$ cat src/rtl/isa_pkg.sv
// Shared ISA definitions for the opcode issuer and the instruction decoder.
// Both blocks agree on the control-vector width, the opcode width and the
// named opcode values through this package.
package isa_pkg;

    localparam int OPCODE_W = 4;
    localparam int CTRL_W   = 8;

    typedef logic [OPCODE_W-1:0] opcode_t;

    localparam opcode_t OP_INSTR1 = 4'b0000;
    localparam opcode_t OP_INSTR2 = 4'b0001;
    localparam opcode_t OP_INSTR3 = 4'b0010;

endpackage

$ cat src/rtl/sync_fifo.sv
// Synchronous FIFO holding encoded opcodes between the request side and the
// decoder side. Pointers wrap modulo DEPTH (a power of two) and a separate
// occupancy counter distinguishes full from empty. The read data is taken
// straight from storage, so the head entry is visible with no extra latency
// and never bypasses from the write port.
module sync_fifo #(
    parameter int WIDTH = 4,
    parameter int DEPTH = 4
) (
    input  logic                     clk,
    input  logic                     reset,
    input  logic                     i_push,
    input  logic [WIDTH-1:0]         i_wdata,
    input  logic                     i_pop,
    output logic [WIDTH-1:0]         o_rdata,
    output logic [$clog2(DEPTH):0]   o_count,
    output logic                     o_empty,
    output logic                     o_full
);

    localparam int PTR_W = $clog2(DEPTH);
    localparam int CNT_W = PTR_W + 1;
    localparam logic [CNT_W-1:0] FULL_CNT = CNT_W'(DEPTH);

    logic [WIDTH-1:0] r_mem [DEPTH];
    logic [PTR_W-1:0] r_wrPtr;
    logic [PTR_W-1:0] r_rdPtr;
    logic [CNT_W-1:0] r_count;

    logic w_doPush;
    logic w_doPop;

    assign o_empty  = (r_count == '0);
    assign o_full   = (r_count == FULL_CNT);
    assign o_count  = r_count;
    assign o_rdata  = r_mem[r_rdPtr];

    // A push into a full FIFO or a pop from an empty one is silently dropped
    // so the pointers and the counter can never drift apart.
    assign w_doPush = i_push && !o_full;
    assign w_doPop  = i_pop && !o_empty;

    // Storage writes; no reset needed since occupancy alone decides validity.
    always_ff @(posedge clk) begin
        if (!reset && w_doPush) begin
            r_mem[r_wrPtr] <= i_wdata;
        end
    end

    // Pointer and occupancy bookkeeping; a simultaneous push and pop leaves
    // the count where it was while both pointers advance.
    always_ff @(posedge clk) begin
        if (reset) begin
            r_wrPtr <= '0;
            r_rdPtr <= '0;
            r_count <= '0;
        end else begin
            if (w_doPush) begin
                r_wrPtr <= r_wrPtr + PTR_W'(1);
            end
            if (w_doPop) begin
                r_rdPtr <= r_rdPtr + PTR_W'(1);
            end
            case ({w_doPush, w_doPop})
                2'b10:   r_count <= r_count + CNT_W'(1);
                2'b01:   r_count <= r_count - CNT_W'(1);
                default: r_count <= r_count;
            endcase
        end
    end

endmodule

$ cat src/rtl/opcode_issuer.sv
// Opcode issuer: encodes one-hot control requests into opcodes, buffers them
// in a FIFO and presents them to the decoder over a valid/ready handshake.
// Malformed requests are consumed but dropped; each one pulses 'invalid' for
// a cycle and bumps a saturating error counter.
//
// Build option OPCODE_ISSUER_STRICT_EN: when defined, any request without
// exactly one set bit is rejected. When undefined, multi-hot requests are
// priority-encoded with the lowest set bit winning and only the all-zero
// request is rejected.
module opcode_issuer #(
    parameter int DEPTH  = 4,
    parameter int CTRL_W = isa_pkg::CTRL_W,
    parameter int OP_W   = isa_pkg::OPCODE_W
) (
    input  logic                     clk,
    input  logic                     reset,
    input  logic                     req_valid,
    input  logic [CTRL_W-1:0]        req_ctrl,
    output logic                     req_ready,
    output logic                     op_valid,
    output logic [OP_W-1:0]          opcode,
    input  logic                     op_ready,
    output logic                     invalid,
    output logic [7:0]               err_count,
    output logic [$clog2(DEPTH):0]   count
);

    import isa_pkg::*;

    logic              w_accept;
    logic              w_found;
    logic              w_encodable;
    logic [OP_W-1:0]   w_code;
    logic              w_push;
    logic              w_pop;
    logic              w_empty;
    logic              w_full;
    logic [OP_W-1:0]   w_headOp;
    logic              r_invalid;
    logic [7:0]        r_errCount;

    // Scan from the top bit down so the lowest set bit is the last to write
    // w_code; that gives lowest-bit priority for multi-hot requests.
    always_comb begin
        w_code  = '0;
        w_found = 1'b0;
        for (int k = CTRL_W - 1; k >= 0; k--) begin
            if (req_ctrl[k]) begin
                w_code  = OP_W'(k);
                w_found = 1'b1;
            end
        end
    end

`ifdef OPCODE_ISSUER_STRICT_EN
    // Exactly one bit set: non-zero and clearing the lowest set bit leaves zero.
    assign w_encodable = w_found && ((req_ctrl & (req_ctrl - CTRL_W'(1))) == '0);
`else
    assign w_encodable = w_found;
`endif

    // Handshakes are ignored while reset is held so nothing moves in the FIFO.
    assign w_accept  = req_valid && req_ready && !reset;
    assign w_push    = w_accept && w_encodable;
    assign w_pop     = op_valid && op_ready && !reset;

    sync_fifo #(
        .WIDTH (OP_W),
        .DEPTH (DEPTH)
    ) u_fifo (
        .clk     (clk),
        .reset   (reset),
        .i_push  (w_push),
        .i_wdata (w_code),
        .i_pop   (w_pop),
        .o_rdata (w_headOp),
        .o_count (count),
        .o_empty (w_empty),
        .o_full  (w_full)
    );

    // Everything visible to the decoder comes from FIFO state, never from
    // the request inputs, so there is no combinational through-path.
    assign req_ready = !w_full;
    assign op_valid  = !w_empty;
    assign opcode    = w_empty ? '0 : w_headOp;
    assign invalid   = r_invalid;
    assign err_count = r_errCount;

    // A rejected request raises invalid for exactly the following cycle and
    // counts toward err_count, which sticks at its maximum instead of wrapping.
    always_ff @(posedge clk) begin
        if (reset) begin
            r_invalid  <= 1'b0;
            r_errCount <= '0;
        end else begin
            r_invalid <= w_accept && !w_encodable;
            if (w_accept && !w_encodable && (r_errCount != 8'hFF)) begin
                r_errCount <= r_errCount + 8'd1;
            end
        end
    end

endmodule

$ cat config.mk
export PLATFORM = sky130hd
export DESIGN_NAME = opcode_issuer
export DESIGN_NICKNAME = d
export VERILOG_FILES = /design/src/rtl/isa_pkg.sv /design/src/rtl/sync_fifo.sv /design/src/rtl/opcode_issuer.sv
export SDC_FILE = /design/constraint.sdc
export NUM_CORES = 1
export LEC_CHECK = 0
export ABC_AREA = 1
export CORE_MARGIN = 2
export CORE_UTILIZATION = 45
export CTS_CLUSTER_DIAMETER = 100
export CTS_CLUSTER_SIZE = 30
export DETAILED_ROUTE_END_ITERATION = 10
export PLACE_DENSITY = 0.71
export RECOVER_POWER = 50
export SLEW_MARGIN = 40
export SYNTH_ARGS = -nofsm -noshare
export SYNTH_HDL_FRONTEND = slang
export SYNTH_HIERARCHICAL = 1
export SYNTH_SLANG_ARGS = --single-unit
export TNS_END_PERCENT = 1
$ cat constraint.sdc
create_clock -name clk -period 4.5 [get_ports clk]
set_clock_uncertainty 0.05 [all_clocks]
set_input_delay 0.9 -clock clk [delete_from_list [all_inputs] [get_ports clk]]
set_output_delay 0.9 -clock clk [all_outputs]
set_load 0.03 [all_outputs]
==> results.yml, run 1 <==
floorplan:
  start_util_pct: 47.7
  chipHeight_um: 66.8
  std_cell_rows: 22
  die_x_um: 66.8
  coreArea_sq_um: 3720
  io_pins: 30
  die_area_sq_um: 4460
grt:
  grt_use_total_pct: 17.0
  grt_max_degree: 13
  grt_pass1_wl_um: 5540
  grt.overflow.total: 0
  grt_pass1_vias: 1285
  antenna_found_initial: 0
worst_setup_path:
  crit_fanout: 5
  cp_data_arrival_time_ns: 3.33
  crit_type: "in -> reg"
  cp-start-kind: "input pin"
  reg2reg_slack_ns: 1.98
  required_ns: 4.63
  end_kind: "flip-flop"
pwr:
  powerDensity_nw_per_um2: 295
  ir_worst_vdd_v: 0.000191
  p_leak_nw: 0.913
sta:
  fin_ws_ns: 1.29
  worstMarginPinSlew_ns: 0.495
  fmax_mhz: 312
  totalNegativeSetupSlack_ns: 0
  period_share_pct: 71.3
  rsz0062_at_grt: "false"
  final_max_slew_viol_count: 0
  period_needed_ns: 3.21
  slew_headroom_pct: 66.8
  hold_viol: 0
  setup_viol: 0
placed_design:
  placed_cells: 300
  dp_hpwl_um: 2450
  pre_cts_ws_ns: 1.10
  place_congestion: 0.774
  portBuffers: 29
detailed_routing:
  wl_per_cell_um: 10.7
  drc: 0
  drtAntennaViolNets: 0
  drt_iter0_drc: 69
  routed_wirelength_um: 3290
  firstDrtPassIters: 4
  vias_per_cell: 4.57
  num_vias: 1407
cts:
  postCtsSetupRepairBufs: 0
  ctsResizeCount: 0
  cts_hold_buffers: 0
  root_buffer: "clkbuf_8"
  htree_levels: 2
  cts_buffers: 5
  clock_path_buffers: 2
  clk-insertion-delay-late_ns: 0.27
  tritoncts: "done"
  clock-sinks: 34
  clk_pin_slew_ns: 0.07
synth:
  syn_area_sq_um: 1770
  netlist-cell-type-count: 26
  yosysMostFrequentCell: "nand2_1"
  synth-xor-area-share_pct: 0.988
  yosysTopAreaCell: "edfxtp_1"
  ys_seq_area_share_pct: 47.4
  synth_fa_ha_area_share_pct: 5.36
  avgSynthCellArea_sq_um: 7.99
  synth.area.top_cells: "edfxtp_1, dfxtp_1, nand2_1, inv_1, nor2_1"
  synth_top_area_share_pct: 27.1
  ys_warn_count: 6
  synth-main-ff-cell: "dfxtp_1"
  yosys_register_bits: 34
  netlist_instances: 222
  synthArstFlopShare_pct: 0
  synth_mux_area_share_pct: 0
  netlist_top_cells_count: "nand2_1, inv_1, nor2_1"
  yosys.area_share.simple_pct: 25.5
  synth_compound_area_share_pct: 10.6
  synth_edf_count: 16
  synth_top_family_by_area: "simple AND/OR/NAND/NOR gates"
layout:
  antenna_cells: 0
  fillers: 341
  area_growth_pct: 22.9
  finalNetCount: 278
  final_util_pct: 58.6
  drive_above_1_share_pct: 7.69
  post_layout_nonfiller_instances: 308
flow_run:
  cap_violations: 0
status:
  outcome: "complete, no violations"
min_path:
  hp-class: "reg -> reg"
logic make-up (layout without fill, tap and decap cells):
kind of cell,Yosys count,count (layout)
simple gates,99,99
buf+inv,44,79
compound gates,35,35
flops,34,34
fa+ha+maj,7,7
xor+xnor,2,2
other cells,1,4
layout by cell type (no fill, tap or decap), types with 5 or more instances in the layout:
cell type,count
dfxtp_1,18
nor2_1,32
nand3_1,10
clkdlybuf4s50_1,20
dlygate4sd3_1,9
ha_1,6
nand2_1,42
inv_1,41
o21ai_0,13
clkbuf_8,5
nor2_2,6
a21oi_1,15
edfxtp_1,16
registers in the layout (all words and copies together) (netlist names), named ones only:
signal and flops:
err_count 8, invalid 1, u_fifo/o_count 3, u_fifo/r_mem 16, u_fifo/r_rdPtr 2, u_fifo/r_wrPtr 2
metal layers:
layer	GRT usage (%)	routed length, um	up-vias	share of wire (%)
met5	0	0	-	0
met1	20.9	1570	613	48
met3	4.22	115	2	3.5
met2	28.2	1570	23	48
met4	7.14	38	0	1.2
li1	-	-	769	-
where the power goes:
part / switching (mW) / internal (mW)
Combinational: 0.0574 / 0.0375
Clock: 0.105 / 0.107
Sequential: 0.00554 / 0.330
metrics by stage:
step | instance area (sq um) | power, mW | hold WS (ns)
final | 2180 | 0.642 | 0.457
after global routing | 2180 | 0.675 | 0.488
after CTS | 2200 | 0.651 | 0.459
after detailed placement | 2120 | 0.440 | 0.449
after global placement | 2120 | 0.439 | 0.445
after floorplan | 1780 | 0.403 | 0.409
critical path: stages:
cell	delay [ns]
dlygate4sd3_1	0.55
nor2_1	0.20
nand2_1	0.08
nor2_1	0.28
nor3_1	0.16
inv_1	0.13
nor2_4	0.05
inv_1	0.05
ha_1	0.16
inv_1	0.06
fa_1	0.38
inv_1	0.06
nand2_1	0.04
nand3_1	0.08
nand2_1	0.05
nand2_1	0.05
nor2_1	0.04
final cells by class:
class	count	area [sq um]	area share (%)
clock buffer	6	72.6	3.33
clock inverter	2	10.0	0.460
inverter	42	158	7.24
tap	48	60.1	2.76
timing repair buffer	29	290	13.3
sequential	34	841	38.6
multi-input combinational	147	747	34.3
final timing paths:
kind / from / end / cells after the start
min reg2reg: err_count[1]$_SDFFE_PP0P_ / err_count[1]$_SDFFE_PP0P_ / 2
max reg2reg: u_fifo/o_count[1]$_SDFFE_PP0P_ / u_fifo/o_count[1]$_SDFFE_PP0P_ / 13
max: req_ctrl[4] / u_fifo/o_count[2]$_SDFFE_PP0P_ / 17
min: err_count[1]$_SDFFE_PP0P_ / err_count[1]$_SDFFE_PP0P_ / 2
(Power assumes the default switching activity.)
==> run 2: changes to the inputs <==
==> constraint.sdc (replaced) <==
create_clock -name clk -period 3 [get_ports clk]
set_clock_uncertainty 0.05 [all_clocks]
set_input_delay 0.6 -clock clk [delete_from_list [all_inputs] [get_ports clk]]
set_output_delay 0.6 -clock clk [all_outputs]
set_load 0.03 [all_outputs]
==> run 2 against run 1 <==
Net effect:
- power up 64%
- die area unchanged
- count of clock-buffer cells in the layout down 1
- cell count up 0.65%
- via count up 2.7%
- sequential power up 50%
- hold slack about the same
- combinational power up 49%
- sequential share of layout area down 0.68 points
- first-iteration DRC count up 19%
- critical path depth unchanged
- largest power group unchanged
==> results.yml, run 2 (synthesis gave the netlist of run 1 again) <==
status:
  outcome: "complete, no violations"
min_path:
  hold_start: "u_fifo/r_rdPtr[1]$_SDFFE_PP0P_"
  hp-class: "reg -> reg"
sta:
  period_needed_ns: 2.67
  period_share_pct: 89.0
  fin_ws_ns: 0.331
  hold_viol: 0
  fmax_mhz: 375
  rsz0062_at_grt: "false"
  setup_viol: 0
  totalNegativeSetupSlack_ns: 0
  final_max_slew_viol_count: 0
cts:
  ctsResizeCount: 0
  clock-sinks: 34
  cts_hold_buffers: 0
  clk_pin_slew_ns: 0.07
  htree_levels: 2
  cts_buffers: 5
  postCtsSetupRepairBufs: 0
  clk-insertion-delay-late_ns: 0.28
  root_buffer: "clkbuf_8"
  tritoncts: "done"
  clock_path_buffers: 2
pwr:
  p_clk_share_pct: 38.8
  p_switching_mw: 0.258
  cell_internal_pwr_mw: 0.796
  comb_power_share_pct: 13.4
  pwr-share-seq_pct: 47.8
  swShare_pct: 24.5
  p_leak_nw: 0.929
  powerDensity_nw_per_um2: 476
  ir_worst_vdd_v: 0.000296
layout:
  layout_commonest_cell: "nand2_1"
  antenna_cells: 0
  largest_reg_flops: 16
  multi_input_area_sq_um: 752
  final_util_pct: 59.7
  fillers: 348
  seq_area_sq_um: 841
  drive_above_1_share_pct: 8.02
  finalNetCount: 280
  regMostFlops: "u_fifo/r_mem"
  most-common-layout-cells: "nand2_1, inv_1, nor2_1"
  area_growth_pct: 25.1
detailed_routing:
  num_vias: 1445
  drtAntennaViolNets: 0
  highest_layer: "met4"
  drc: 0
  wl_per_cell_um: 10.7
  firstDrtPassIters: 4
  wl_met1_um: 1550
  vias_per_cell: 4.66
  routed_wirelength_um: 3320
  wl_met3_um: 155
  wl_met2_um: 1560
  drt_iter0_drc: 82
worst_setup_path:
  crit_type: "in -> reg"
  cp_data_arrival_time_ns: 2.80
  required_ns: 3.14
  crit_fanout: 4
  end_kind: "flip-flop"
  cp-start-kind: "input pin"
  regToRegStartpoint: "u_fifo/o_count[1]$_SDFFE_PP0P_"
  critPathLaunch: "req_ctrl[6]"
grt:
  antenna_found_initial: 0
  grt.overflow.total: 0
  grt_pass1_wl_um: 5530
  grt_pass1_vias: 1271
  grt_max_degree: 12
  grt_use_total_pct: 17.0
floorplan:
  chipHeight_um: 66.8
  start_util_pct: 47.7
  std_cell_rows: 22
  coreArea_sq_um: 3720
  die_x_um: 66.8
  io_pins: 30
  die_area_sq_um: 4460
placed_design:
  portBuffers: 29
  dp_hpwl_um: 2450
  pre_cts_ws_ns: 0.159
  place_congestion: 0.781
flow_run:
  cap_violations: 0
run 2: changes by cell type in the layout (fill, tap and decap cells not counted):
cell             previous run  this run
bufinv_16                   0         1
clkbuf_1                    1         2
clkdlybuf4s50_1            20        21
dlygate4sd3_1               9         8
nor2_2                      6         5
nor2_4                      1         2
run 2: final cells by class:
type / instances / area share, %
clock buffers: 5 / 3.10
clock inverters: 3 / 1.81
inverters: 42 / 7.11
multi-input cells: 147 / 33.9
flip-flops and latches: 34 / 37.9
well taps: 48 / 2.71
repair buffers: 31 / 13.4
run 2: through the flow:
step                power, mW  hold WS (ns)  instances  cell area, sq um
floorplan               0.604         0.409        225              1780
global placement        0.659         0.444        302              2130
detailed placement      0.660         0.442        302              2130
CTS                      1.07         0.457        310              2240
global route             1.10         0.494        310              2220
finish                   1.05         0.457        310              2220
run 2: worst paths after layout:
path,slack (ns),cells past startpoint,end
max,0.33,17,u_fifo/o_count[2]$_SDFFE_PP0P_
min,0.46,2,flip-flop
max reg2reg,0.69,18,u_fifo/o_count[2]$_SDFFE_PP0P_
min reg2reg,0.46,2,flip-flop
run 2: per-layer routing:
metal,vias to the layer above,global-route usage (%)
met5,-,0
met4,0,8.16
met3,6,5.07
met2,28,26.9
met1,642,21.1
li1,769,-
run 2: power by group through the flow:
stage | Sequential [mW] | Combinational, mW | Clock (mW)
after floorplan | 0.518 | 0.0862 | 0
after global placement | 0.514 | 0.145 | 0
after detailed placement | 0.514 | 0.146 | 0
after CTS | 0.504 | 0.147 | 0.421
after global routing | 0.505 | 0.156 | 0.442
final | 0.504 | 0.141 | 0.410
run 2: worst max-delay path, stage by stage:
cell,delay (ns)
dlygate4sd3_1,0.56
nor2_1,0.14
nand2_1,0.10
nor2_4,0.16
nor3_1,0.08
inv_1,0.10
nor2_4,0.05
inv_1,0.05
ha_1,0.15
inv_1,0.07
fa_1,0.39
inv_1,0.07
nand2_1,0.04
nand3_1,0.09
nand2_1,0.07
nand2_1,0.06
nor2_1,0.04
==> variant, RTL diff (flow settings as in run 1) <==
Set the package constant `OPCODE_W` to 5 (it was 4).
--- a/src/rtl/isa_pkg.sv
+++ b/src/rtl/isa_pkg.sv
@@ -5,3 +5,3 @@
 
-    localparam int OPCODE_W = 4;
+    localparam int OPCODE_W = 5;
     localparam int CTRL_W   = 8;
Ports: changed (resized opcode); port bits go from 30 to 31. No check against the original RTL was run, so the function may have changed too.
==> variant against run 1 <==
  * Sequential power up 12%
  * Count of clock-buffer cells in the layout is the same
  * Die area up 7.5%
  * Sequential share of layout area is 2.3 points higher
  * Cell area grew 7.8%
  * Wire length grew 3.5%
  * Sequential cell count rose by 4
  * Setup slack better by 0.16 ns
  * Via count increased by 8.2%
  * Power rose by 8.1%
  * Area after synthesis increased by 8.0%
  * Critical path type unchanged
  * Largest cell class unchanged
==> variant: results (changes against run 1) <==
Run status
  • Status: finished clean

Drt
  • Vias per cell: 4.730 (+3.5%)
  • Met2 routed WL: 1662 µm (+5.9%)
  • Max Used Layer: met4
  • Initial drt markers: 115 (+67%)
  • Metal-1 WL: 1585 µm (+1.3%)
  • Wire length on met3: 133 µm (+16%)
  • WL/cell: 10.57 µm (-1.0%)
  • First drt pass iteration count: 4 (unchanged)

Synthesis
  • Most common library cells after synthesis: 42 x nand2_1, 37 x inv_1, 36 x nor2_1
  • #FFs+latches synth: 38 (+12%)
  • Ys flop type: edfxtp_1
  • Post-synth EDFFs: 20 (+4)
  • Post-synth cell types: 27 (+3.8%)
  • Seq/Total Area, Yosys: 50.20% (+2.8 points)
  • Top post-synthesis cells by area: edfxtp_1 31%, dfxtp_1 19%, nand2_1 8.2%

Place
  • GPL Wtd Cong: 0.7938 (+2.5%)
  • Pre-CTS setup slack: 1.203 ns (+0.1003 ns)
  • Dpl hpwl: 2601 µm (+6.1%)
  • Port-buffer cells: 30 (+3.4%)

Final layout
  • Layout cell share with drive strength beyond 1: 6.250% (-1.4 points)
  • Area occupied by multi-input gates: 789.5 µm² (+5.7%)
  • Filler cells: 373 (+9.4%)
  • Max reg flops: 20 (+4)
  • Multi-In Gates: 155 (+5.4%)
  • Clk tree area frac: 3.463% (-0.33 points)
  • Final std cell area, no fill: 0.002349 mm² (+7.8%)
  • Seq area share: 40.92% (+2.3 points)
  • Fraction of area in non-clock buffers: 12.79% (-0.54 points)
  • Final #Nets: 290 (+4.3%)
  • Count of non-CTS inverters in the layout: 41 (-2.4%)
  • Buffers excl. clock: 30 (+3.4%)

Power and ir drop
  • P_leak: 0.9822 nW (+7.5%)
  • Maximum vdd ir drop: 0.1709 mV (-11%)

Worst setup path
  • Max Fanout on Critical Path: 11 (+6)
  • Worst endpoint data arrival time: 3.22 ns (-0.11 ns)
  • Max incr delay on CP: 0.70 ns (+0.15 ns)
  • Crit path launch: reset

Clock network
  • Skew-Pair Late Insertion Delay: between 0.2 and 0.3 ns
  • Clock Path Buffers: 2 (unchanged)

Min path
  • Critical hold path startpoint: err_count[7]$_SDFFE_PP0P_

Global route
  • GRT Util Overall: 15.13% (-1.9 points)
  • Pin count of the biggest net entering global routing: 12 (-1)
  • Vias in the first global route: 1,414 (+10%)
  • First-pass GRT wire length: 6009 µm (+8.5%)

Timing
  • Worst-Margin Slew: 0.6472 ns (+0.1525 ns)
[variant: cell types whose count changed after synthesis, moves of 2 or more]
cell      change
inv_1         -3
nor2_2        -6
edfxtp_1      +4
nor2_1        +8
nand2_2       -3
o21ai_0       +2
inv_2         +2
nand3_4       +2
[variant: power by group]
part	switching, W	leakage (nW)	internal (W)
combinational	0.0000607	0.612	0.0000394
clock	0.000111	0.0426	0.000106
sequential	0.00000525	0.328	0.000371
total	0.000177	0.982	0.000517
[variant: final timing paths]
| path | to | slack (ns) | cells after the start |
|---|---|---|---|
| max | u_fifo/o_count[1]$_SDFFE_PP0P_ | 1.45 | 7 |
| min | err_count[7]$_SDFFE_PP0P_ | 0.45 | 2 |
| max reg2reg | u_fifo/o_count[1]$_SDFFE_PP0P_ | 2.09 | 11 |
| min reg2reg | err_count[7]$_SDFFE_PP0P_ | 0.45 | 2 |
[variant: cells by family (layout without fill, tap and decap cells)]
group	count (synthesis)	in the layout	synth area share (%)
compound gates	39	39	10.92
xor+xnor	2	2	0.9152
fa+ha+maj	7	7	4.967
buf+inv	43	79	9.150
flops	38	38	50.20
other cells	1	8	0.1959
simple gates	99	99	23.66
[variant: through the flow]
| stage | std cells | utilization [%] |
|---|---|---|
| after floorplan | 236 | - |
| after global placement | 314 | 56.24 |
| after detailed placement | 314 | 56.24 |
| after CTS | 322 | 58.25 |
| after global routing | 322 | 57.88 |
| final | 322 | 57.88 |
[variant: critical path, delay by kind of cell]
kind,cells,cell delay [ns]
AOI/OAI and AO/OA,1,0.14
adders and majority gates,2,0.65
buffers and inverters,2,0.79
and+or+nand+nor,2,0.73
[variant: routing by layer]
metal  up-vias  track usage [%]
li1        813                -
met3         2            3.343
met2        25            24.36
met1       683            19.85
met5         -                0
met4         0            5.882
